**src/rtl/mc_control_unit.sv**
```systemverilog
// mc_control_unit: multi-cycle RV32I control FSM (IF/ID/EX/MEM/WB/TRAP/HALT).
// Drives datapath enables and mux selects as Moore decodes of the registered
// state and latched opcode. ir_write, pc_write and the IF exit follow
// mem_ready in the same cycle. IF and MEM waits are bounded by MEM_TIMEOUT,
// where 0 disables the bound. Also keeps cycle and retired-instruction counters.
//
// Build option: define ECALL_HALT_EN to make opcode 1110011 halt the FSM
// (retired). Without it, that opcode traps as illegal.
//
// Ports:
//   clk, reset (sync, active-low)
//   opcode[6:0], alu_bcond, mem_ready               inputs
//   pc_write, pc_write_cond, i_or_d, mem_read,
//   mem_write, ir_write, reg_write                  datapath enables
//   mem_to_reg, pc_to_reg, alu_src_a,
//   alu_src_b[1:0], pc_source[1:0], alu_op[1:0]     datapath selects
//   illegal, mem_fault (sticky), halted             status
//   cycle_cnt, retired_cnt [CNT_WIDTH-1:0]          performance counters
module mc_control_unit #(
  parameter int unsigned MEM_TIMEOUT = 16,
  parameter int unsigned CNT_WIDTH   = 32
) (
  input  logic                 clk,
  input  logic                 reset,
  input  logic [6:0]           opcode,
  input  logic                 alu_bcond,
  input  logic                 mem_ready,
  output logic                 pc_write,
  output logic                 pc_write_cond,
  output logic                 i_or_d,
  output logic                 mem_read,
  output logic                 mem_write,
  output logic                 ir_write,
  output logic                 reg_write,
  output logic                 mem_to_reg,
  output logic                 pc_to_reg,
  output logic                 alu_src_a,
  output logic [1:0]           alu_src_b,
  output logic [1:0]           pc_source,
  output logic [1:0]           alu_op,
  output logic                 illegal,
  output logic                 mem_fault,
  output logic                 halted,
  output logic [CNT_WIDTH-1:0] cycle_cnt,
  output logic [CNT_WIDTH-1:0] retired_cnt
);

  localparam int unsigned WAIT_W  = (MEM_TIMEOUT < 2) ? 1 : $clog2(MEM_TIMEOUT);
  localparam int unsigned TO_LAST = (MEM_TIMEOUT == 0) ? 0 : MEM_TIMEOUT - 1;

  localparam logic [6:0] OP_R     = 7'b0110011;
  localparam logic [6:0] OP_I     = 7'b0010011;
  localparam logic [6:0] OP_LOAD  = 7'b0000011;
  localparam logic [6:0] OP_STORE = 7'b0100011;
  localparam logic [6:0] OP_BR    = 7'b1100011;
  localparam logic [6:0] OP_JAL   = 7'b1101111;
  localparam logic [6:0] OP_JALR  = 7'b1100111;
`ifdef ECALL_HALT_EN
  localparam logic [6:0] OP_SYS   = 7'b1110011;
`endif

  typedef enum logic [2:0] {
    S_IF, S_ID, S_EX, S_MEM, S_WB, S_TRAP, S_HALT
  } state_e;

  state_e                 state_q, state_d;
  logic [6:0]             op_q, op_d;
  logic                   run_q, run_d;
  logic [WAIT_W-1:0]      wait_q, wait_d;
  logic                   illegal_q, illegal_d;
  logic                   fault_q, fault_d;
  logic [CNT_WIDTH-1:0]   cycle_q, cycle_d;
  logic [CNT_WIDTH-1:0]   retired_q, retired_d;
  logic                   retire_c;
  logic                   timeout_c;
  logic                   unused_bcond;

  // The branch decision is applied in the datapath through pc_write_cond.
  assign unused_bcond = alu_bcond;

  assign timeout_c = (MEM_TIMEOUT != 0) && (wait_q == WAIT_W'(TO_LAST));

  // State and counter registers; run_q keeps outputs quiet until the first edge after release.
  always_ff @(posedge clk) begin
    if (!reset) begin
      state_q   <= S_IF;
      op_q      <= '0;
      run_q     <= 1'b0;
      wait_q    <= '0;
      illegal_q <= 1'b0;
      fault_q   <= 1'b0;
      cycle_q   <= '0;
      retired_q <= '0;
    end else begin
      state_q   <= state_d;
      op_q      <= op_d;
      run_q     <= run_d;
      wait_q    <= wait_d;
      illegal_q <= illegal_d;
      fault_q   <= fault_d;
      cycle_q   <= cycle_d;
      retired_q <= retired_d;
    end
  end

  // Next-state and output decode.
  always_comb begin
    state_d       = state_q;
    op_d          = op_q;
    run_d         = 1'b1;
    wait_d        = wait_q;
    illegal_d     = illegal_q;
    fault_d       = fault_q;
    retire_c      = 1'b0;
    pc_write      = 1'b0;
    pc_write_cond = 1'b0;
    i_or_d        = 1'b0;
    mem_read      = 1'b0;
    mem_write     = 1'b0;
    ir_write      = 1'b0;
    reg_write     = 1'b0;
    mem_to_reg    = 1'b0;
    pc_to_reg     = 1'b0;
    alu_src_a     = 1'b0;
    alu_src_b     = 2'b00;
    pc_source     = 2'b00;
    alu_op        = 2'b00;

    if (run_q) begin
      case (state_q)
        S_IF: begin
          mem_read  = 1'b1;
          alu_src_b = 2'b01;
          ir_write  = mem_ready;
          pc_write  = mem_ready;
          if (mem_ready) begin
            state_d = S_ID;
          end else if (timeout_c) begin
            state_d = S_TRAP;
            fault_d = 1'b1;
          end else begin
            wait_d = wait_q + WAIT_W'(1);
          end
        end
        S_ID: begin
          // Branch/jal target precomputed into ALUOut.
          alu_src_b = 2'b10;
          op_d      = opcode;
          case (opcode)
            OP_R, OP_I, OP_LOAD, OP_STORE, OP_BR, OP_JAL, OP_JALR: state_d = S_EX;
`ifdef ECALL_HALT_EN
            OP_SYS: begin
              state_d  = S_HALT;
              retire_c = 1'b1;
            end
`endif
            default: begin
              state_d   = S_TRAP;
              illegal_d = 1'b1;
            end
          endcase
        end
        S_EX: begin
          case (op_q)
            OP_R: begin
              alu_src_a = 1'b1;
              alu_op    = 2'b10;
              state_d   = S_WB;
            end
            OP_I: begin
              alu_src_a = 1'b1;
              alu_src_b = 2'b10;
              alu_op    = 2'b10;
              state_d   = S_WB;
            end
            OP_LOAD, OP_STORE: begin
              alu_src_a = 1'b1;
              alu_src_b = 2'b10;
              state_d   = S_MEM;
            end
            OP_BR: begin
              alu_src_a     = 1'b1;
              alu_op        = 2'b01;
              pc_write_cond = 1'b1;
              pc_source     = 2'b01;
              state_d       = S_IF;
              retire_c      = 1'b1;
            end
            OP_JAL: begin
              pc_source = 2'b01;
              state_d   = S_WB;
            end
            OP_JALR: begin
              alu_src_a = 1'b1;
              alu_src_b = 2'b10;
              pc_source = 2'b10;
              state_d   = S_WB;
            end
            default: begin
              state_d   = S_TRAP;
              illegal_d = 1'b1;
            end
          endcase
        end
        S_MEM: begin
          i_or_d    = 1'b1;
          mem_read  = (op_q == OP_LOAD);
          mem_write = (op_q == OP_STORE);
          if (mem_ready) begin
            if (op_q == OP_LOAD) begin
              state_d = S_WB;
            end else begin
              state_d  = S_IF;
              retire_c = 1'b1;
            end
          end else if (timeout_c) begin
            state_d = S_TRAP;
            fault_d = 1'b1;
          end else begin
            wait_d = wait_q + WAIT_W'(1);
          end
        end
        S_WB: begin
          reg_write = 1'b1;
          if (op_q == OP_LOAD) begin
            mem_to_reg = 1'b1;
          end else if (op_q == OP_JAL || op_q == OP_JALR) begin
            pc_to_reg = 1'b1;
            pc_write  = 1'b1;
            pc_source = (op_q == OP_JAL) ? 2'b01 : 2'b10;
          end
          state_d  = S_IF;
          retire_c = 1'b1;
        end
        S_TRAP, S_HALT: ;
        default: state_d = S_TRAP;
      endcase
    end

    // Wait counter restarts on every state change so IF/MEM entries start at zero.
    if (state_d != state_q) wait_d = '0;

    cycle_d   = cycle_q + CNT_WIDTH'(run_q && state_q != S_TRAP && state_q != S_HALT);
    retired_d = retired_q + CNT_WIDTH'(retire_c);
  end

  assign illegal     = illegal_q;
  assign mem_fault   = fault_q;
  assign halted      = run_q && (state_q == S_HALT);
  assign cycle_cnt   = cycle_q;
  assign retired_cnt = retired_q;

endmodule

```
**config.mk**
```make
export PLATFORM = sky130hd
export DESIGN_NAME = mc_control_unit
export DESIGN_NICKNAME = d
export VERILOG_FILES = /design/src/rtl/mc_control_unit.sv
export SDC_FILE = /design/constraint.sdc
export NUM_CORES = 1
export LEC_CHECK = 0
export ABC_AREA = 1
export BUFFER_PORTS_ARGS = -buffer_cell sky130_fd_sc_hd__buf_2
export CAP_MARGIN = 20
export CORE_UTILIZATION = 50
export DETAILED_ROUTE_END_ITERATION = 16
export GPL_ROUTABILITY_DRIVEN = 0
export PLACE_DENSITY_LB_ADDON = 0.2
export SYNTH_ARGS = -nofsm -noshare
export SYNTH_HDL_FRONTEND = slang
export SYNTH_SLANG_ARGS = --single-unit
```
**constraint.sdc**
```tcl
create_clock -name clk -period 2.4 [get_ports clk]
set_input_delay 0.48 -clock clk [delete_from_list [all_inputs] [get_ports clk]]
set_output_delay 0.48 -clock clk [all_outputs]
set_load 0.1 [all_outputs]
```
Yosys cells after proc, flatten, opt, wreduce, memory -nomap -nowiden --
Index checks and enable logic that the tools add are counted. Widths: inputs -> output; s select.
Storage, ports and cells: memories kept 0, register bits 81, RAM bits 0, bits in read-only memories 0, latch bits 0, output and inout bits 83
Operators by class: $mul 0, reductions and logical operators 21, shift-type cells 0, bitwise operators 3, eq/ne operators 26, magnitude comparators 0, mux-type cells 53, div/mod/pow operators 0, $add $sub $neg 3
Operator list (number):
- $add 32x1->32 | 2
- $eq 7x7->1 const B | 6
- $mux 1 | 29
- $eq 7x6->1 const B | 4
- $mux 3 | 6
- $pmux 3 s6 | 1
- $mux 2 | 8
- $eq 7x2->1 const B | 2
- $eq 7x5->1 const B | 2
- $reduce_or 7->1 | 2
- $pmux 2 s2 | 3
- $reduce_and 4->1 | 3
- $reduce_or 2->1 | 6
- $eq 3x3->1 const B | 3
- $pmux 3 s3 | 1
- $reduce_or 4->1 | 2
- $eq 3x2->1 const B | 2
- $ne 3x3->1 const B | 2
- $pmux 1 s2 | 3
- $pmux 2 s3 | 1
- $reduce_or 6->1 | 1
- $add 4x1->4 const B | 1
- $eq 4x4->1 const B | 1
- $ne 2x2->1 const B | 2
- other kinds (9) | 13

Depth between registers and ports, before layout --
word-level depth 7, mapped depth 21, gate-level depth less buffers 21

Worst setup path before layout --
OpenSTA, ideal clock, no wires.
path kind reg-to-output, from register state_q[1], to output mem_write, arrival time 5.055 ns, setup slack -3.135 ns, stages on the path, launching flop included 7, buffers on the path 0, cell sequence dfxtp_1 > nand2_1 > inv_1 > nand2_1 > nor2_1 > inv_1 > nor4_1
Between the ends: longest elaborated chain between the ends 3
RTL lines:
- start, declared | line 66 | state_e state_q, state_d;
- start signal, assigned | line 95 | state_q <= state_d;
- $eq 3x2->1 | line 130 | case (state_q)
- $mux 1 | line 130
- $mux 1 | line 129 | if (run_q) begin
- end, declared | line 32 | output logic mem_write,
No other way between the ends.

Worst setup path in the final report --
from register state_q[0], to register retired_q[18] (netlist: retired_cnt[18])
Between the ends: longest elaborated chain between the ends 4, elaborated cells between the ends (all ways) 6
RTL lines:
- $eq 3x3->1 or $eq 3x2->1 (tied branches) | line 130
- $pmux 1 s3 (*) | line 130
- $mux 1 (*) | line 129
- $add 32x1->32 (*) | line 244 | retired_d = retired_q + CNT_WIDTH'(retire_c);
- end signal, assigned | line 102 | retired_q <= retired_d;
- end, declared | line 73 | logic [CNT_WIDTH-1:0] retired_q, retired_d;
Every way passes the cells marked *; elsewhere a longest branch is shown, timed or not. A chain may end at the register's enable or synchronous reset.

==> impl_results.md <==
* Clk_lat worst skew at 360 ps
* Post-route design area at 6270 sq um
* Dpl cell area at about 5800 sq um
* I/O pin cnt at 94
* CTS Hold Bufs at 0
* Crit path launch type: register
* FMAX at about 420 MHz
* Initial Util at around 52%
* First-pass GRT wire length at between 20,000 and 25,000 um
* Reg clk slew, reported paths at about 90 ps
* Power Dens Cells at around 470 nW/um^2
* Mapped Area at 4510 sq um
* Ys Warns at 0
* PnR Total Power at 2.94 mW
* Port buffer count at 92
* Final setup viols at 0
* Leakage at 2.64 nW
* Residual DRC at 0
* Post-synth net total at roughly 700
* Met3 Use GR at 5.64%
* Share of cells above drive strength 1 at 34.2%
* Longest Clk Path Bufs at 2
* Status: complete, no violations
* Met2 Track Usage GR at 49.5%
* Final wirelength at 13,000 um
* Clock sinks at 81
* Peak supply drop at approximately 0.48 mV
* Die width at 97.0 um
* Nets at 850
* Crit Path Class: reg2reg
* Number of global-route vias before repair at 4,751
* Seq/Total Area, Yosys at 35.9%
* Row count at 34
* Critical Path Sink Type: register
* # Max-Cap Violations at 0
* Core footprint at 8720 sq um
* Tightest Pin Transition at about 490 ps
* Final antenna-violating net count at 0
* GRT Util Overall at between 20% and 30%
* H-Tree Depth at 3
* Routed len/inst at 13.7 um
* Ant diodes at 0
* Via count at roughly 5,000
* Top Usage Layer GRT: met2
* Detailed placement HPWL at 9710 um
* Library cells used by synthesis at 42
* Leading cell types in the layout, fill and taps excluded: nand2_1 (122), buf_2 (81), nor2_1 (80)
* #FFs+latches synth at 81
* Commonest non-fill, non-tap cell in the layout: nand2_1
* Hold Crit Class: in2reg
* Worst Skew at 7.88 ps
* CP max FO at 3
* Avg Inst Size Synth at 6.62 sq um
* Met1 Use GR at roughly a third
* Num CTS Buffers at 9
* Max Transition Viols Final at 0
* Initial antenna violation count at 0
* Final hold violations at 0
* Drt first pass iters at 5
* Post-layout min period at 2400 ps
* Worst EP required at roughly 2700 ps
* Final setup margin at 3.30 ps
* Cells after Synth at 682
* Die height at 97.0 um
* RSZ-0062 raised after global routing: yes
* CTS root buf: clkbuf_8
* Final period util at 99.9%
* Largest net degree at the start of global routing at 35
* Relative slew slack at 67.1%
* Worst slack at placement at -214 ps
* Die ar. at 9410 sq um
* Area Growth Syn to Fin at 38.9%
* Initial DRC Count at 302
* WP data arrival at 2650 ps
* Vias per std cell at roughly 5.3
* CTS tree: built
* Total grt overflow at 0
==> kinds of logic (layout without fill, tap and decap cells) <==
| kind of cell | count (synthesis) | count (layout) | synth area share [%] |
|---|---|---|---|
| mux | 1 | 1 | 0.250 |
| fa+ha+maj | 5 | 5 | 1.39 |
| simple gates | 381 | 381 | 40.2 |
| flops | 81 | 81 | 35.9 |
| xor+xnor | 8 | 8 | 1.55 |
| buf+inv | 110 | 267 | 9.18 |
| compound gates | 96 | 96 | 11.5 |
==> synth_stat cells, drive strengths merged <==
| master | instances | area share, % |
|---|---|---|
| a211oi | 1 | 0.17 |
| a21oi | 51 | 5.7 |
| a221oi | 1 | 0.19 |
| a22oi | 1 | 0.17 |
| a31oi | 3 | 0.42 |
| a41oi | 1 | 0.19 |
| and3 | 1 | 0.25 |
| buf | 2 | 0.19 |
| clkbuf | 9 | 0.75 |
| clkinv | 2 | 0.17 |
| dfxtp | 81 | 36 |
| ha | 5 | 1.4 |
| inv | 97 | 8.1 |
| mux2 | 1 | 0.25 |
| nand2 | 142 | 12 |
| nand3 | 39 | 4.7 |
| nand3b | 2 | 0.33 |
| nand4 | 27 | 3.7 |
| nor2 | 104 | 9.8 |
| nor3 | 38 | 5.4 |
| nor3b | 4 | 0.78 |
| nor4 | 6 | 0.83 |
| o21a | 3 | 0.50 |
| o21ai | 30 | 3.3 |
| o21ba | 1 | 0.22 |
| o21bai | 2 | 0.33 |
| o22ai | 2 | 0.28 |
| or2 | 18 | 2.5 |
| xnor2 | 2 | 0.39 |
| xor2 | 6 | 1.2 |
==> metrics by stage <==
stage | TNS, ps | instances | hold slack (ps) | util, %
final | 0 | 947 | 399 | 71.9
after global placement | -434 | 918 | 434 | 66.1
after global routing | -732 | 947 | 408 | 71.9
after floorplan | -6550 | 682 | 455 | -
after detailed placement | -1090 | 918 | 454 | 66.1
after CTS | 0 | 939 | 394 | 70.1
==> layer usage <==
layer  vias up  part of all wire, %  wire (um)
li1       2536                    -          -
met1      2281                   42       5490
met2       172                   50       6530
met3        20                  5.9        770
met4         0                  1.3        167
met5         -                    0          0
==> worst paths after layout <==
path	start	to	slack (ps)	cells past startpoint
min reg2reg	mem_fault	mem_fault	470	2
min	opcode[0]	op_q[0]	400	3
max	state_q[0]	retired_cnt[18]	3	19
max reg2reg	state_q[0]	retired_cnt[18]	3	19
==> layout make-up <==
type	count	area, sq um
Fill cell	740	2450
Timing Repair Buffer	152	1060
Multi-Input combinational cell	491	2830
Clock buffer	10	138
Clock inverter	6	90.1
Tap cell	108	135
Inverter	99	384
Sequential cell	81	1640
==> worst max-delay path, stage by stage, from the launching register on <==
cell	delay, ps
dfxtp_2	350
nand2_1	80
inv_2	90
nand2_4	60
nor2_4	110
inv_2	60
o21ai_4	190
ha_4	170
ha_4	140
nand2_4	60
nor2_4	140
inv_2	60
nor2_4	100
nand2_2	80
nor2_4	130
nand2_2	90
nor2_4	100
nand2_2	60
nand2_1	80
o21ba_1	140
==> timing repair <==
action / CTS / global route
pin swaps: 13 / 12
setup endpoints to repair: 15 / 22
resized for setup: 20 / 30
cloned: 0 / 0
buffers inserted: 5 / 8
==> state kept, by name, summed over array words and instances (netlist names) <==
name / flops
retired_cnt: 32
cycle_cnt: 32
wait_q: 4
state_q: 3
run_q: 1
mem_fault: 1
op_q: 7
illegal: 1
==> where the power goes <==
group	internal, mW	leakage (nW)	total [mW]	switching (mW)
clock	0.618	0.113	1.14	0.523
sequential	1.37	0.658	1.38	0.0193
combinational	0.127	1.87	0.410	0.283
Note: power is estimated with default switching activity, not from simulation.
